<file path="config.mk">
export PLATFORM = sky130hd
export DESIGN_NAME = fifo_pop_ctrl
export DESIGN_NICKNAME = d
export VERILOG_FILES = /design/src/rtl/fifo_pop_ctrl.sv
export SDC_FILE = /design/constraint.sdc
export NUM_CORES = 1
export LEC_CHECK = 0
export ABC_AREA = 1
export CAP_MARGIN = 10
export CORE_AREA = 2 2 71 73
export CTS_CLUSTER_SIZE = 10
export DETAILED_ROUTE_END_ITERATION = 16
export DIE_AREA = 0 0 73 75
export GPL_TIMING_DRIVEN = 0
export HOLD_SLACK_MARGIN = 0.05
export REMOVE_ABC_BUFFERS = 1
export SLEW_MARGIN = 20
export SYNTH_ARGS = -nofsm -noshare
export SYNTH_HDL_FRONTEND = slang
export SYNTH_SLANG_ARGS = --single-unit
</file>
<file path="constraint.sdc">
create_clock -name clk -period 2.2 [get_ports clk]
set_input_delay 0.66 -clock clk [delete_from_list [all_inputs] [get_ports clk]]
set_output_delay 0.66 -clock clk [all_outputs]
set_load 0.005 [all_outputs]
</file>
<file path="src/rtl/fifo_pop_ctrl.sv">
// Read-side controller for a fifo_6x8 buffer: pops words without over-reading the FIFO
// and forwards them downstream through a 2-entry skid buffer that absorbs dest_pause.
module fifo_pop_ctrl #(
    parameter int DATA_SIZE = 8,
    parameter int CNT_SIZE  = 8
) (
    input  logic                 clk,
    input  logic                 reset,
    input  logic                 fifo_empty,
    input  logic                 fifo_almost_empty,
    input  logic                 fifo_error,
    input  logic [DATA_SIZE-1:0] data_out_pop,
    input  logic                 dest_pause,
    output logic                 read,
    output logic [DATA_SIZE-1:0] data_out,
    output logic                 valid_out,
    output logic [CNT_SIZE-1:0]  pop_count,
    output logic                 err_flag
);

    typedef enum logic [1:0] {
        ST_IDLE  = 2'd0,
        ST_RUN   = 2'd1,
        ST_ERROR = 2'd2
    } state_t;

    state_t                r_state;
    state_t                w_state_nxt;
    logic                  r_inflight;
    logic [1:0]            r_skid_count;
    logic [DATA_SIZE-1:0]  r_skid_head;
    logic [DATA_SIZE-1:0]  r_skid_tail;
    logic [CNT_SIZE-1:0]   r_pop_count;
    logic                  w_room;
    logic                  w_arrive;

    // Words already popped but not yet delivered must never exceed the skid depth.
    assign w_room   = (r_skid_count + {1'b0, r_inflight}) < 2'd2;
    assign w_arrive = r_inflight;

    // NOTE: every signal written here gets a default first, so no path can infer a latch.
    always_comb begin
        w_state_nxt = r_state;
        read        = 1'b0;
        valid_out   = 1'b0;
        case (r_state)
            ST_IDLE: w_state_nxt = ST_RUN;
            ST_RUN: begin
                if (fifo_error) begin
                    w_state_nxt = ST_ERROR;
                end
                // A stale almost-empty flag with a pop in flight may mean the FIFO is already empty.
                read      = !fifo_empty && !fifo_error && w_room &&
                            !(r_inflight && fifo_almost_empty);
                valid_out = (r_skid_count != 2'd0) && !dest_pause;
            end
            ST_ERROR: w_state_nxt = ST_ERROR;
            default:  w_state_nxt = ST_IDLE;
        endcase
    end

    // NOTE: sequential state uses non-blocking assignments so every register samples pre-edge values.
    always_ff @(posedge clk or negedge reset) begin
        if (!reset) begin
            r_state     <= ST_IDLE;
            r_inflight  <= 1'b0;
            r_pop_count <= '0;
        end else begin
            r_state    <= w_state_nxt;
            r_inflight <= read;
            if (valid_out) begin
                r_pop_count <= r_pop_count + 1'b1;
            end
        end
    end

    // NOTE: the skid storage is reset too; it is only two words and keeps data_out clean after reset.
    always_ff @(posedge clk or negedge reset) begin
        if (!reset) begin
            r_skid_count <= 2'd0;
            r_skid_head  <= '0;
            r_skid_tail  <= '0;
        end else begin
            case ({w_arrive, valid_out})
                2'b10: begin
                    if (r_skid_count == 2'd0) begin
                        r_skid_head  <= data_out_pop;
                        r_skid_count <= 2'd1;
                    end else if (r_skid_count == 2'd1) begin
                        r_skid_tail  <= data_out_pop;
                        r_skid_count <= 2'd2;
                    end
                end
                2'b01: begin
                    r_skid_head  <= r_skid_tail;
                    r_skid_count <= r_skid_count - 2'd1;
                end
                2'b11: begin
                    // Arrival and transfer together: occupancy holds, order is preserved.
                    if (r_skid_count == 2'd1) begin
                        r_skid_head <= data_out_pop;
                    end else begin
                        r_skid_head <= r_skid_tail;
                        r_skid_tail <= data_out_pop;
                    end
                end
                default: ;
            endcase
        end
    end

    assign data_out  = (r_skid_count != 2'd0) ? r_skid_head : '0;
    assign pop_count = r_pop_count;
    assign err_flag  = (r_state == ST_ERROR);

endmodule

</file>
==> impl_results.md <==
* Max-cap viol count at 0
* Int Pwr at 0.00156 W
* FF+latch count, synth at 29
* Initial drt markers at 120
* Global placer's final weighted congestion at roughly 0.8
* First-pass GRT wire length at slightly above 7000 um
* GR Layer Usage met3 at 0.0281
* CP Class: reg2out
* VDD IR-drop max at roughly 430 uV
* Initial antenna violation count at 0
* Power consumption at about 0.0025 W
* Layout cell share with drive strength beyond 1 at 0.131
* Num CTS Buffers at 5
* Status: completed
* Clk_lat worst skew at ~270 ps
* Wire length per cell at ~11 um
* Clock slew at reported path FFs at approximately 70 ps
* Antenna Cells at 0
* Count of cell types in the netlist at 19
* Most frequent cells in the layout: 142 x nand2_1, 29 x dfrtp_1, 22 x inv_1
* I/O pin cnt at 33
* TritonRoute pass-1 iters at 4
* Worst EP arrival at ~1500 ps
* Slew @ Worst Pin at between 600 and 700 ps
* Mean Syn Cell Area at roughly 6.8 sq um
* HP Class: in2async
* Cts hold-fix bufs at 0
* Fin nets at between 300 and 400
* Vias in the first global route at between 1,500 and 2,000
* Grt peak-use layer: met2
* Initial Util at 0.393
* Power per cell area at around 1100 mW/mm^2
* Buffer type at the clock tree root: clkbuf_8
* Critical Path Start Type: register
* Clock power frac at 0.175
* Mapped Area at roughly 0.0018 sq mm
* Final wirelength at 4120 um
* H-tree Lvls at 2
* Clock Tree Buf Depth at 2
* Routed vias at 1,736
* Final Hold Viols at 0
* Clock sink total at 29
* Reg power frac at 0.333
* Synthesis Warnings at 0
* DP Area at 0.00216 sq mm
* Tcrit/Tclk final at 0.973
* Hpwl dp at between 2000 and 3000 um
* Vias per cell at roughly 4.7
* Net Sw Frac at 0.390
* Leak at 1.37 nW
* I/O Buffers at 32
* Full die area at roughly 0.0055 sq mm
* CORE AREA at approximately 0.0047 sq mm
* P&R area growth vs syn at 30.8%
* Final setup viols at 0
* Max-slew violation count at 0
* Die extent in x at between 70 and 80 um
* Worst slack at placement at -576 ps
* Routing usage on met2 at 0.274
* Placed cell count at 350
* GRT Overall Usage at 0.166
* FMAX at 467 MHz
* Logic pwr share at 0.492
* Area leader, netlist: dfrtp_1
* Die extent in y at 75 um
* Psw at about 0.00099 W
* Layout Cells excl Fill at about 370
* GRT Residual Overflow at 0
* TritonCTS clock tree: done
* Routed Antenna Nets at 0
* Num rows at 25
* Pin count of the biggest net entering global routing at 30
* Crit path capture type: output pin
* Synth top area share at 0.396
* Synth area leaders: dfrtp_1 40%, nand2_1 29%, inv_1 5.5%, ha_1 4.1%, nand4_1 4.1%
* Minimum clock period at about 2100 ps
* Commonest non-fill, non-tap cell in the layout: nand2_1
* Final Skew at ~5.2 ps
* Residual DRC at 0
* Crit-path max FO at 7
* Critical Path RT at around 1500 ps
* Seq/Total Area, Yosys at 0.396
* Slew HR at 0.542
* Met1 Track Usage GR at 0.223
* Design area at between 0.002 and 0.0025 sq mm
* Final WS setup at between 60 and 70 ps
* Synth Instances at 271
[per-layer routing]
| metal | share of wire | wire, um |
|---|---|---|
| met1 | 0.48 | 1970 |
| met2 | 0.47 | 1940 |
| met3 | 0.042 | 172 |
| met4 | 0.010 | 43 |
| met5 | 0 | 0 |
[sequential cells by signal, indices dropped and copies added, names as in the netlist]
name / flops
pop_count: 8
r_skid_head: 8
r_skid_tail: 8
r_skid_count: 2
r_state: 2
r_inflight: 1
[final cells by class]
type | count | area (sq um)
fill | 470 | 2260
multi-input combinational | 205 | 993
sequential | 29 | 726
timing repair buffer | 43 | 410
inverter | 30 | 113
clock buffer | 7 | 86.3
tap | 54 | 67.6
[critical path: stages, from the launching register on]
cell and delay (ps):
dfrtp_1 350, inv_1 80, ha_4 190, nor2_1 100, clkdlybuf4s50_1 500
[Yosys cell counts (all sizes together)]
cell,instances
o21ai,7
xor2,3
dfrtp,29
ha,6
nor2,18
nand4,12
buf,7
nand3,14
nand2,144
xnor2,1
inv,30
[power groups by stage]
stage,clock network [W],logic [W],registers (W)
after floorplan,0,0.000687,0.000828
after detailed placement,0,0.00109,0.000855
after CTS,0.000460,0.00124,0.000848
final,0.000445,0.00125,0.000850
after global routing,0.000487,0.00142,0.000881
after global placement,0,0.00107,0.000852
[cell families after synthesis]
group,after synthesis,share of synthesized area
fa+ha+maj,6,0.0410
simple gates,188,0.430
xor+xnor,4,0.0191
flops,29,0.396
compound gates,7,0.0232
buf+inv,37,0.0902
[through the flow]
stage / setup TNS [ps] / utilization / hold slack [ps]
after global placement: -5270 / 0.465 / 462
after global routing: -3.20 / 0.514 / 481
final: 0 / 0.514 / 424
after CTS: -82.3 / 0.502 / 442
after floorplan: 0 / - / 364
after detailed placement: -1240 / 0.464 / 465
[path summary, 6_finish.rpt]
kind	from	to	slack (ps)	cells after the start
worst min-delay path	reset	pop_count[1]	420	1
min in group clk	r_skid_head[7]	r_skid_head[7]	480	2
worst max register to register	r_skid_count[1]	r_skid_tail[2]	280	7
max in group asynchronous	reset	r_skid_tail[0]	1330	1
worst max-delay path	r_skid_count[0]	data_out[2]	60	4
worst min register to register	r_skid_head[7]	r_skid_head[7]	480	2
[timing repair]
item	4_1_cts	5_1_grt
buffers inserted	8	3
endpoints found under the setup margin	10	17
pin swaps	4	6
resized for setup	18	12
(Power assumes the default switching activity.)
==> RTL edit, RTL diff (same flow settings) <==
Re-encode `state_t` (3 states) as one-hot, 3 bits wide.
--- a/src/rtl/fifo_pop_ctrl.sv
+++ b/src/rtl/fifo_pop_ctrl.sv
@@ -19,8 +19,8 @@
 );
 
-    typedef enum logic [1:0] {
-        ST_IDLE  = 2'd0,
-        ST_RUN   = 2'd1,
-        ST_ERROR = 2'd2
+    typedef enum logic [2:0] {
+        ST_IDLE  = 3'b001,
+        ST_RUN   = 3'b010,
+        ST_ERROR = 3'b100
     } state_t;
 
Check against the original RTL: same outputs for any inputs over 10 cycles, from zero or initial values and one cycle with reset low; not proved beyond that.
==> RTL edit against the original RTL <==
Worst setup slack lost 0.039 ns; wire length grew 21%; combinational power rose by 9.6%; sequential cell count rose by 1; total power up 8.4%; worst hold slack better by 0.0011 ns; clock skew decreased by 0.00088 ns; cell area increased by 1.9%; largest cell class unchanged; largest power group unchanged; area after synthesis rose by 2.0%; sequential share of layout area is 0.72 points higher.
==> RTL edit: results (changes against the original RTL) <==
* Peak VDD IR at 0.000433 V (+1.3%)
* Top post-synthesis cells by area: dfrtp_1 39%, nand2_1 23%, nand3_1 7.8%
* Register area share after synthesis at 40.2% (+0.61 points)
* H-tree depth at 2 (unchanged)
* Clk slew on worst S/H paths at 0.06 ns
* Status: finished, final reports clean
* First drt pass iteration count at 4 (unchanged)
* CTS Buf Count at 5 (unchanged)
* CTS Buffer Depth at 2 (unchanged)
* Nets at 333 (-0.30%)
* Net Switching at 1130 uW (+14%)
* Synth cell types at 24 (+5)
* # DRC at 0 (unchanged)
* Most frequent cells after synthesis: 114 x nand2_1, 29 x dfrtp_1, 29 x nand3_1
* Final worst-path cycle share at 99.0% (+1.8 points)
* Skew-Pair Late Insertion Delay at 0.28 ns
* Antenna diodes at 0 (unchanged)
* Worst setup path start: fifo_almost_empty
* Antenna violations before repair at 0 (unchanged)
* Worst-margin pin slew at 0.736 ns (+0.0489 ns)
* Layout cell share with drive strength beyond 1 at 14.8% (+1.8 points)
* Tot GR Track Use at 18.7% (+2.1 points)
* Reg-to-reg critical path endpoint: r_skid_tail[4]
* Worst EP arrival at 1.52 ns (+0.04 ns)
* Critical Path Sink: read
* Leak at 0.00131 uW (-4.8%)
* Cells on worst reg2reg path at 11 (+4)
* Top FF cell, synth: dfrtp_1
* Final WL at 4.99 mm (+21%)
* RR Startpoint: r_skid_count[0]
* 1st-iter DRT viols at 93 (-23%)
* GP Congestion at 0.762 (-3.2%)
* Vias per inst at 4.84 (+2.6%)
* Largest net degree at the start of global routing at 31 (+3.3%)
* Hold WC Path Type: input port to async pin
* First-pass GRT wire length at 7.82 mm (+11%)
* Clk root buf: clkbuf_8
* Max FO, Critical Path at 2 (-5)
* Number of global-route vias before repair at 1631 (+4.9%)
* Worst slack, placed at -1.01 ns (-0.435 ns)
* Setup slack, reg-to-reg at 0.19 ns (-0.09 ns)
* Post-DP HPWL at 3.01 mm (+6.5%)
* Worst Clk Skew at 0.00430 ns (-0.000879 ns)
RTL edit: changes by cell type after synthesis, sizes merged, moves of 2 or more:
cell	change
o21ai	+2
xor2	+2
clkbuf	+3
inv	+4
buf	-2
nand2	-29
nor3	+5
a21oi	+3
nand4	-3
ha	-3
nand3	+16
RTL edit: per-stage QoR:
step / area, sq um / TNS, ns / instances
floorplan: 1820 / 0 / 265
global placement: 2210 / -10.62 / 351
detailed placement: 2200 / -6.92 / 351
CTS: 2370 / -0.0334 / 366
global route: 2440 / -0.00907 / 371
finish: 2440 / 0 / 371
RTL edit: how the worst min path moves through the flow:
stage | to | slack [ns] | cells past startpoint
after floorplan | pop_count[0] | 0.36 | 0
after global placement | r_skid_tail[3] | 0.50 | 2
after detailed placement | r_skid_tail[5] | 0.50 | 2
after CTS | r_skid_count[0] | 0.45 | 1
after global routing | r_skid_tail[2] | 0.48 | 1
final | r_skid_count[0] | 0.43 | 1
RTL edit: cell families after synthesis:
kind of cell             count (synthesis)  synth area share, %
buffers and inverters                   42                 9.44
XOR/XNOR                                 5                 2.34
AO/OA/AOI/OAI                           12                 4.02
AND/OR/NAND/NOR                        181                 42.0
adder cells (fa/ha/maj)                  3                 2.01
flip-flops                              30                 40.2
RTL edit: what timing repair did:
item	in CTS	in global routing
pin swaps	6	4
gates cloned	1	0
buffers inserted	6	5
endpoints found under the setup margin	29	7
resized for setup	20	16
RTL edit: layout make-up:
cell class	instances	area [sq um]
clock buffer	8	90.1
fill	461	2220
inverter	34	128
multi-input combinational	202	1000
sequential	30	757
tap	54	67.6
timing repair buffer	43	397
RTL edit: critical path, cell delays in order:
cell and delay, ns:
clkdlybuf4s50_1 0.42, a21oi_2 0.13, and3_4 0.20, buf_2 0.11
RTL edit: metal layers:
| layer | wire (microns) | share of wire (%) | GRT usage [%] | vias to the layer above |
|---|---|---|---|---|
| met5 | 0 | 0 | 0 | - |
| met4 | 33 | 0.66 | 6.58 | 0 |
| met3 | 282 | 5.7 | 4.02 | 4 |
| met2 | 2290 | 46 | 27.8 | 43 |
| met1 | 2380 | 48 | 27.0 | 807 |
| li1 | - | - | - | 942 |
RTL edit: power groups by stage:
stage / Clock (uW) / Combinational [uW] / Sequential, uW
2_1_floorplan: 0 / 755 / 905
3_3_place_gp: 0 / 1180 / 936
3_5_place_dp: 0 / 1190 / 940
4_1_cts: 467 / 1290 / 929
5_1_grt: 492 / 1550 / 970
6_report: 452 / 1370 / 944
